## config.mk

```make
export PLATFORM = sky130hd
export DESIGN_NAME = sos_pattern_module
export DESIGN_NICKNAME = d
export VERILOG_FILES = /design/src/rtl/sos_pattern_module_pkg.sv /design/src/rtl/sos_unit_timer.sv /design/src/rtl/sos_pattern_module.sv
export SDC_FILE = /design/constraint.sdc
export NUM_CORES = 1
export LEC_CHECK = 0
export CAP_MARGIN = 10
export CORE_ASPECT_RATIO = 0.9
export CORE_UTILIZATION = 65
export CTS_CLUSTER_DIAMETER = 120
export CTS_CLUSTER_SIZE = 10
export DETAILED_ROUTE_END_ITERATION = 8
export PLACE_DENSITY_LB_ADDON = 0.12
export SLEW_MARGIN = 20
export SYNTH_ARGS = -nofsm -noshare
export SYNTH_HDL_FRONTEND = slang
export SYNTH_SLANG_ARGS = --single-unit
```

## constraint.sdc

```tcl
create_clock -name CLK -period 4.5 [get_ports CLK]
set_input_delay 0.9 -clock CLK [delete_from_list [all_inputs] [get_ports CLK]]
set_output_delay 0.9 -clock CLK [all_outputs]
set_load 0.02 [all_outputs]
```

## src/rtl/sos_pattern_module_pkg.sv

```systemverilog
`default_nettype none
// ============================================================================
// Module   : sos_pattern_module_pkg
// Brief    : Shared Morse timing constants, FSM states and element record for
//            the SOS pattern generator.
// Revision : 1.0 - initial release
// ============================================================================
package sos_pattern_module_pkg;

  localparam int DOT_UNITS    = 1;
  localparam int DASH_UNITS   = 3;
  localparam int SYM_GAP      = 1;
  localparam int LETTER_GAP   = 3;
  localparam int NUM_ELEMENTS = 9;

  typedef enum logic [1:0] {
    ST_IDLE = 2'd0,
    ST_ON   = 2'd1,
    ST_OFF  = 2'd2
  } state_t;

  typedef struct packed {
    logic [1:0] on_units;
    logic [1:0] off_units;
  } element_t;

  // Ceiling log2; returns 0 for values of 1 or less.
  function automatic int clog2(input int value);
    int result;
    result = 0;
    for (int v = value - 1; v > 0; v = v >> 1) begin
      result = result + 1;
    end
    return result;
  endfunction

endpackage
`default_nettype wire

```

## src/rtl/sos_unit_timer.sv

```systemverilog
`default_nettype none
// ============================================================================
// Module   : sos_unit_timer
// Brief    : Free-running Morse unit divider; one-cycle Unit_Tick every
//            UNIT_CYCLES cycles after Clear is released.
// Revision : 1.0 - initial release
// ============================================================================
module sos_unit_timer
  import sos_pattern_module_pkg::*;
#(
  parameter int UNIT_CYCLES = 5_000_000
) (
  input  logic CLK,
  input  logic RST_n,
  input  logic Clear,
  output logic Unit_Tick
);

  localparam int              CNT_W  = (clog2(UNIT_CYCLES) < 1) ? 1 : clog2(UNIT_CYCLES);
  localparam logic [CNT_W-1:0] c_last = CNT_W'(UNIT_CYCLES - 1);

  logic [CNT_W-1:0] r_cnt;
  logic             w_terminal;

  assign w_terminal = (r_cnt == c_last);

  always_ff @(posedge CLK or negedge RST_n) begin
    if (!RST_n) begin
      r_cnt <= '0;
    end else if (Clear || w_terminal) begin
      r_cnt <= '0;
    end else begin
      r_cnt <= r_cnt + 1'b1;
    end
  end

  // Left ungated by Clear: the parent derives Clear from this tick.
  assign Unit_Tick = w_terminal;

endmodule
`default_nettype wire

```

## src/rtl/sos_pattern_module.sv

```systemverilog
`default_nettype none
// ============================================================================
// Module   : sos_pattern_module
// Brief    : Plays one Morse "SOS" burst on Pin_Out per accepted start pulse.
// Revision : 1.0 - initial release
// ============================================================================
module sos_pattern_module
  import sos_pattern_module_pkg::*;
#(
  parameter int UNIT_CYCLES = 5_000_000
) (
  input  logic CLK,
  input  logic RST_n,
  input  logic Start_Sig,
  output logic Pin_Out,
  output logic Busy,
  output logic Done_Sig
);

  localparam logic [3:0] c_last_idx = 4'(NUM_ELEMENTS - 1);

  state_t     r_state;
  state_t     w_state_nxt;
  logic [3:0] r_idx;
  logic [3:0] w_idx_nxt;
  logic [1:0] r_units;
  logic [1:0] w_units_nxt;
  logic       r_start_prev;
  logic       r_pin;
  logic       r_busy;
  logic       r_done;
  logic       w_done_nxt;
  logic       w_clear;
  logic       w_unit_tick;
  element_t   w_elem;

  sos_unit_timer #(
    .UNIT_CYCLES(UNIT_CYCLES)
  ) u_unit_timer (
    .CLK      (CLK),
    .RST_n    (RST_n),
    .Clear    (w_clear),
    .Unit_Tick(w_unit_tick)
  );

  always_comb begin
    w_elem = '{on_units: 2'd0, off_units: 2'd0};
    case (r_idx)
      4'd0, 4'd1: w_elem = '{on_units: 2'(DOT_UNITS),  off_units: 2'(SYM_GAP)};
      4'd2:       w_elem = '{on_units: 2'(DOT_UNITS),  off_units: 2'(LETTER_GAP)};
      4'd3, 4'd4: w_elem = '{on_units: 2'(DASH_UNITS), off_units: 2'(SYM_GAP)};
      4'd5:       w_elem = '{on_units: 2'(DASH_UNITS), off_units: 2'(LETTER_GAP)};
      4'd6, 4'd7: w_elem = '{on_units: 2'(DOT_UNITS),  off_units: 2'(SYM_GAP)};
      4'd8:       w_elem = '{on_units: 2'(DOT_UNITS),  off_units: 2'd0};
      default:    w_elem = '{on_units: 2'd0, off_units: 2'd0};
    endcase
  end

  // Start is edge-qualified so a held trigger cannot re-launch a burst.
  always_comb begin
    w_state_nxt = r_state;
    w_idx_nxt   = r_idx;
    w_units_nxt = r_units;
    w_clear     = 1'b0;
    w_done_nxt  = 1'b0;
    case (r_state)
      ST_IDLE: begin
        w_clear     = 1'b1;
        w_idx_nxt   = 4'd0;
        w_units_nxt = 2'd0;
        if (Start_Sig && !r_start_prev) begin
          w_state_nxt = ST_ON;
        end
      end
      ST_ON: begin
        if (w_unit_tick) begin
          if (r_units == w_elem.on_units - 2'd1) begin
            w_clear     = 1'b1;
            w_units_nxt = 2'd0;
            if (w_elem.off_units == 2'd0 || r_idx == c_last_idx) begin
              w_state_nxt = ST_IDLE;
              w_idx_nxt   = 4'd0;
              w_done_nxt  = 1'b1;
            end else begin
              w_state_nxt = ST_OFF;
            end
          end else begin
            w_units_nxt = r_units + 2'd1;
          end
        end
      end
      ST_OFF: begin
        if (w_unit_tick) begin
          if (r_units == w_elem.off_units - 2'd1) begin
            w_clear     = 1'b1;
            w_units_nxt = 2'd0;
            w_state_nxt = ST_ON;
            w_idx_nxt   = r_idx + 4'd1;
          end else begin
            w_units_nxt = r_units + 2'd1;
          end
        end
      end
      default: begin
        w_clear     = 1'b1;
        w_state_nxt = ST_IDLE;
        w_idx_nxt   = 4'd0;
        w_units_nxt = 2'd0;
      end
    endcase
  end

  always_ff @(posedge CLK or negedge RST_n) begin
    if (!RST_n) begin
      r_state      <= ST_IDLE;
      r_idx        <= 4'd0;
      r_units      <= 2'd0;
      r_start_prev <= 1'b0;
      r_pin        <= 1'b0;
      r_busy       <= 1'b0;
      r_done       <= 1'b0;
    end else begin
      r_state      <= w_state_nxt;
      r_idx        <= w_idx_nxt;
      r_units      <= w_units_nxt;
      r_start_prev <= Start_Sig;
      r_pin        <= (w_state_nxt == ST_ON);
      r_busy       <= (w_state_nxt != ST_IDLE);
      r_done       <= w_done_nxt;
    end
  end

  assign Pin_Out  = r_pin;
  assign Busy     = r_busy;
  assign Done_Sig = r_done;

endmodule
`default_nettype wire
```

==> reports/summary.txt <==
Final setup viols: 0
HPWL after detailed placement: 2.79 mm
initial core utilization: 0.710
critical path cell sequence: inv_1 -> ha_1 -> mux2i_1 -> mux2i_1 -> a2111oi_4 -> o21ai_0 -> a311oi_2 -> a21oi_1
fraction of layout cells with a size suffix above 1: 0.0917
post-synth top area share: 0.432
Non-Filler Instances: 258
Clock Latency Late Sink: 0.34 ns
initial antenna violation count: 0
# fillers: 216
first-pass GRT wire length: 6.24 mm
final setup TNS: 0 ns
Setup CP Type: reg -> reg
total number of vias: 1511
pin count of the biggest net entering global routing: 36
Ports: 6
Hold Vio Cnt, Final: 0
Net Count, Synth: 222
Hold Buf Count CTS: 0
Post-CTS Setup Inserts: 0
Total GRT Usage: 0.263
multi-input logic area: 1080 um2
Ant. Diodes: 0
Post-Route WL: 3.87 mm
Post-Syn Instances: 210
Pleak: 0.931 nW
Routed Antenna Nets: 0
register clock-pin slew on the reported worst setup and hold paths: 0.10 ns
CP Capture Type: register
post-synth top area cell: dfrtp_1
setup slack, reg-to-reg: 2.22 ns
Fin Hold WS: 0.538 ns
Critical Path RT: 4.72 ns
Peak VDD IR: 0.000353 V
post-layout net count: 229
CTS max path bufs: 2
Inst Count DP: 250
Max Fclk: 439 MHz
CORE AREA: 2860 um2
status: finished clean
H-tree depth: 2
GPL Wtd Cong: 0.857
Critical Path Fanout Max: 5
slowest stage delay, CP: 0.45 ns
Synth Warn #: 0
power density cells: 334 nW/um2
synthesized area per cell: 9.66 um2
Top FF cell, synth: dfrtp_1
DRC: 0
unrepaired setup endpoints after global routing: false
Post-Syn Area: 2030 um2
sequential area share after synthesis: 0.432
Root Driver: clkbuf_4
Yosys reg bits: 35
CTS tree: done
headroom to the max-slew limit: 0.433
dominant cells by area after synthesis: dfrtp_1 (43%), xor2_1 (6.5%), nor2_1 (5.7%)
clock sinks: 35
post-cts resize count: 0
asr flop ratio synth: 1.00
cell row count: 18
Pwr Total: 0.726 mW
setup ws final: 2.22 ns
number of global-route vias before repair: 1371
Hold Path Class: reg -> reg
most used cell, CP: mux2i_1
die area: 3350 um2
Worst Path Arrival: 2.50 ns
register area: 876 um2
grt total ovfl: 0
EDFF count, synth: 0
Final min period: 2.28 ns
Initial DRT Pass Iterations: 4
pre-CTS WS: 2.29 ns
WL per Instance: 15.0 um
Die Span X: 60.9 um
Max Cap Viol: 0
Area Overhead vs Synth: 7.21%
CP startpoint kind: register
CTS Buf Count: 5
Port Buffers: 5
Die Y: 55.0 um
Slew @ Worst Pin: 0.850 ns
distinct cell type count after synthesis: 47
1st-iter DRT viols: 80
vias per cell: 5.86
Slew Limit Fails: 0
period utilization: 0.506
CP max-delay cell: dfrtp_1
Clock Skew: 0.00606 ns
## layout by cell type (no fill, tap or decap), drive strengths merged, types with 2 or more instances in the layout
master and instances:
a21o 3, a21oi 4, a221oi 2, and3 4, clkbuf 7, clkdlybuf4s50 5
dfrtp 35, ha 9, inv 10, mux2i 5, nand2 19, nand2b 2
nand3 14, nand4 10, nor2 31, nor2b 3, nor3 4, nor3b 2
nor4 2, nor4b 2, nor4bb 2, o21ai 6, or3 3, xnor2 4
xor2 15
## state kept, by name, indices dropped and copies added, names as in the netlist
signal	flops
u_unit_timer.r_cnt	23
Pin_Out	1
Done_Sig	1
r_state	2
r_units	2
Busy	1
r_idx	4
r_start_prev	1
## critical path, delay by kind of cell, from the launching register on
family,cells,cell delay (ns)
adder cells (fa/ha/maj),1,0.19
AO/OA/AOI/OAI,4,1.04
flip-flops,1,0.45
multiplexers,2,0.36
buffers and inverters,1,0.12
## final timing paths
check | to | from | depth (start not counted)
max | Busy | r_idx[1] | 8
min | u_unit_timer.r_cnt[0] | u_unit_timer.r_cnt[0] | 1
max reg2reg | Busy | r_idx[1] | 8
min reg2reg | u_unit_timer.r_cnt[0] | u_unit_timer.r_cnt[0] | 1
max in group asynchronous | u_unit_timer.r_cnt[15] | RST_n | 2
min in group asynchronous | u_unit_timer.r_cnt[17] | RST_n | 2
## metal layers
layer / track usage / wire, um / vias up
met3: 0.0651 / 159 / 8
met5: 0 / 0 / -
met1: 0.353 / 1850 / 722
met4: 0.110 / 54 / 0
li1: - / - / 753
met2: 0.408 / 1800 / 28
## report_power, final
| part | switching [mW] | internal [mW] | total, mW | leakage (nW) |
|---|---|---|---|---|
| clock network | 0.103 | 0.0912 | 0.194 | 0.0375 |
| logic | 0.109 | 0.0673 | 0.176 | 0.413 |
| registers | 0.0199 | 0.337 | 0.357 | 0.481 |
| total | 0.231 | 0.495 | 0.726 | 0.931 |
## stage by stage
stage / util / area (um2)
3_5_place_dp: 0.735 / 2100
4_1_cts: 0.761 / 2180
3_3_place_gp: 0.735 / 2100
2_1_floorplan: - / 2030
6_report: 0.761 / 2180
5_1_grt: 0.761 / 2180
## logic make-up (layout without fill, tap and decap cells)
family / after synthesis / in the layout / synth area share
simple gates: 104 / 104 / 0.282
flops: 35 / 35 / 0.432
compound gates: 22 / 22 / 0.0894
xor+xnor: 19 / 19 / 0.0820
buf+inv: 16 / 24 / 0.0351
fa+ha+maj: 9 / 9 / 0.0555
mux: 5 / 5 / 0.0247
## Yosys cell counts (all sizes together), types with 2 or more instances
cell type / number
nor4bb: 2
a221oi: 2
buf: 5
dfrtp: 35
nor2b: 3
or3: 3
nor4b: 2
o21ai: 6
nor2: 31
a21o: 3
xor2: 15
nor4: 2
nand2b: 2
mux2i: 5
nand2: 19
nor3: 4
and3: 4
nand4: 10
inv: 10
xnor2: 4
ha: 9
nor3b: 2
a21oi: 4
nand3: 14
## area by class of cell
cell class | count | area share
Tap cell | 40 | 0.0230
Multi-Input combinational cell | 159 | 0.497
Clock buffer | 7 | 0.0299
Timing Repair Buffer | 6 | 0.0265
Clock inverter | 1 | 0.00345
Sequential cell | 35 | 0.403
Inverter | 10 | 0.0173
Note: power is estimated with default switching activity, not from simulation.
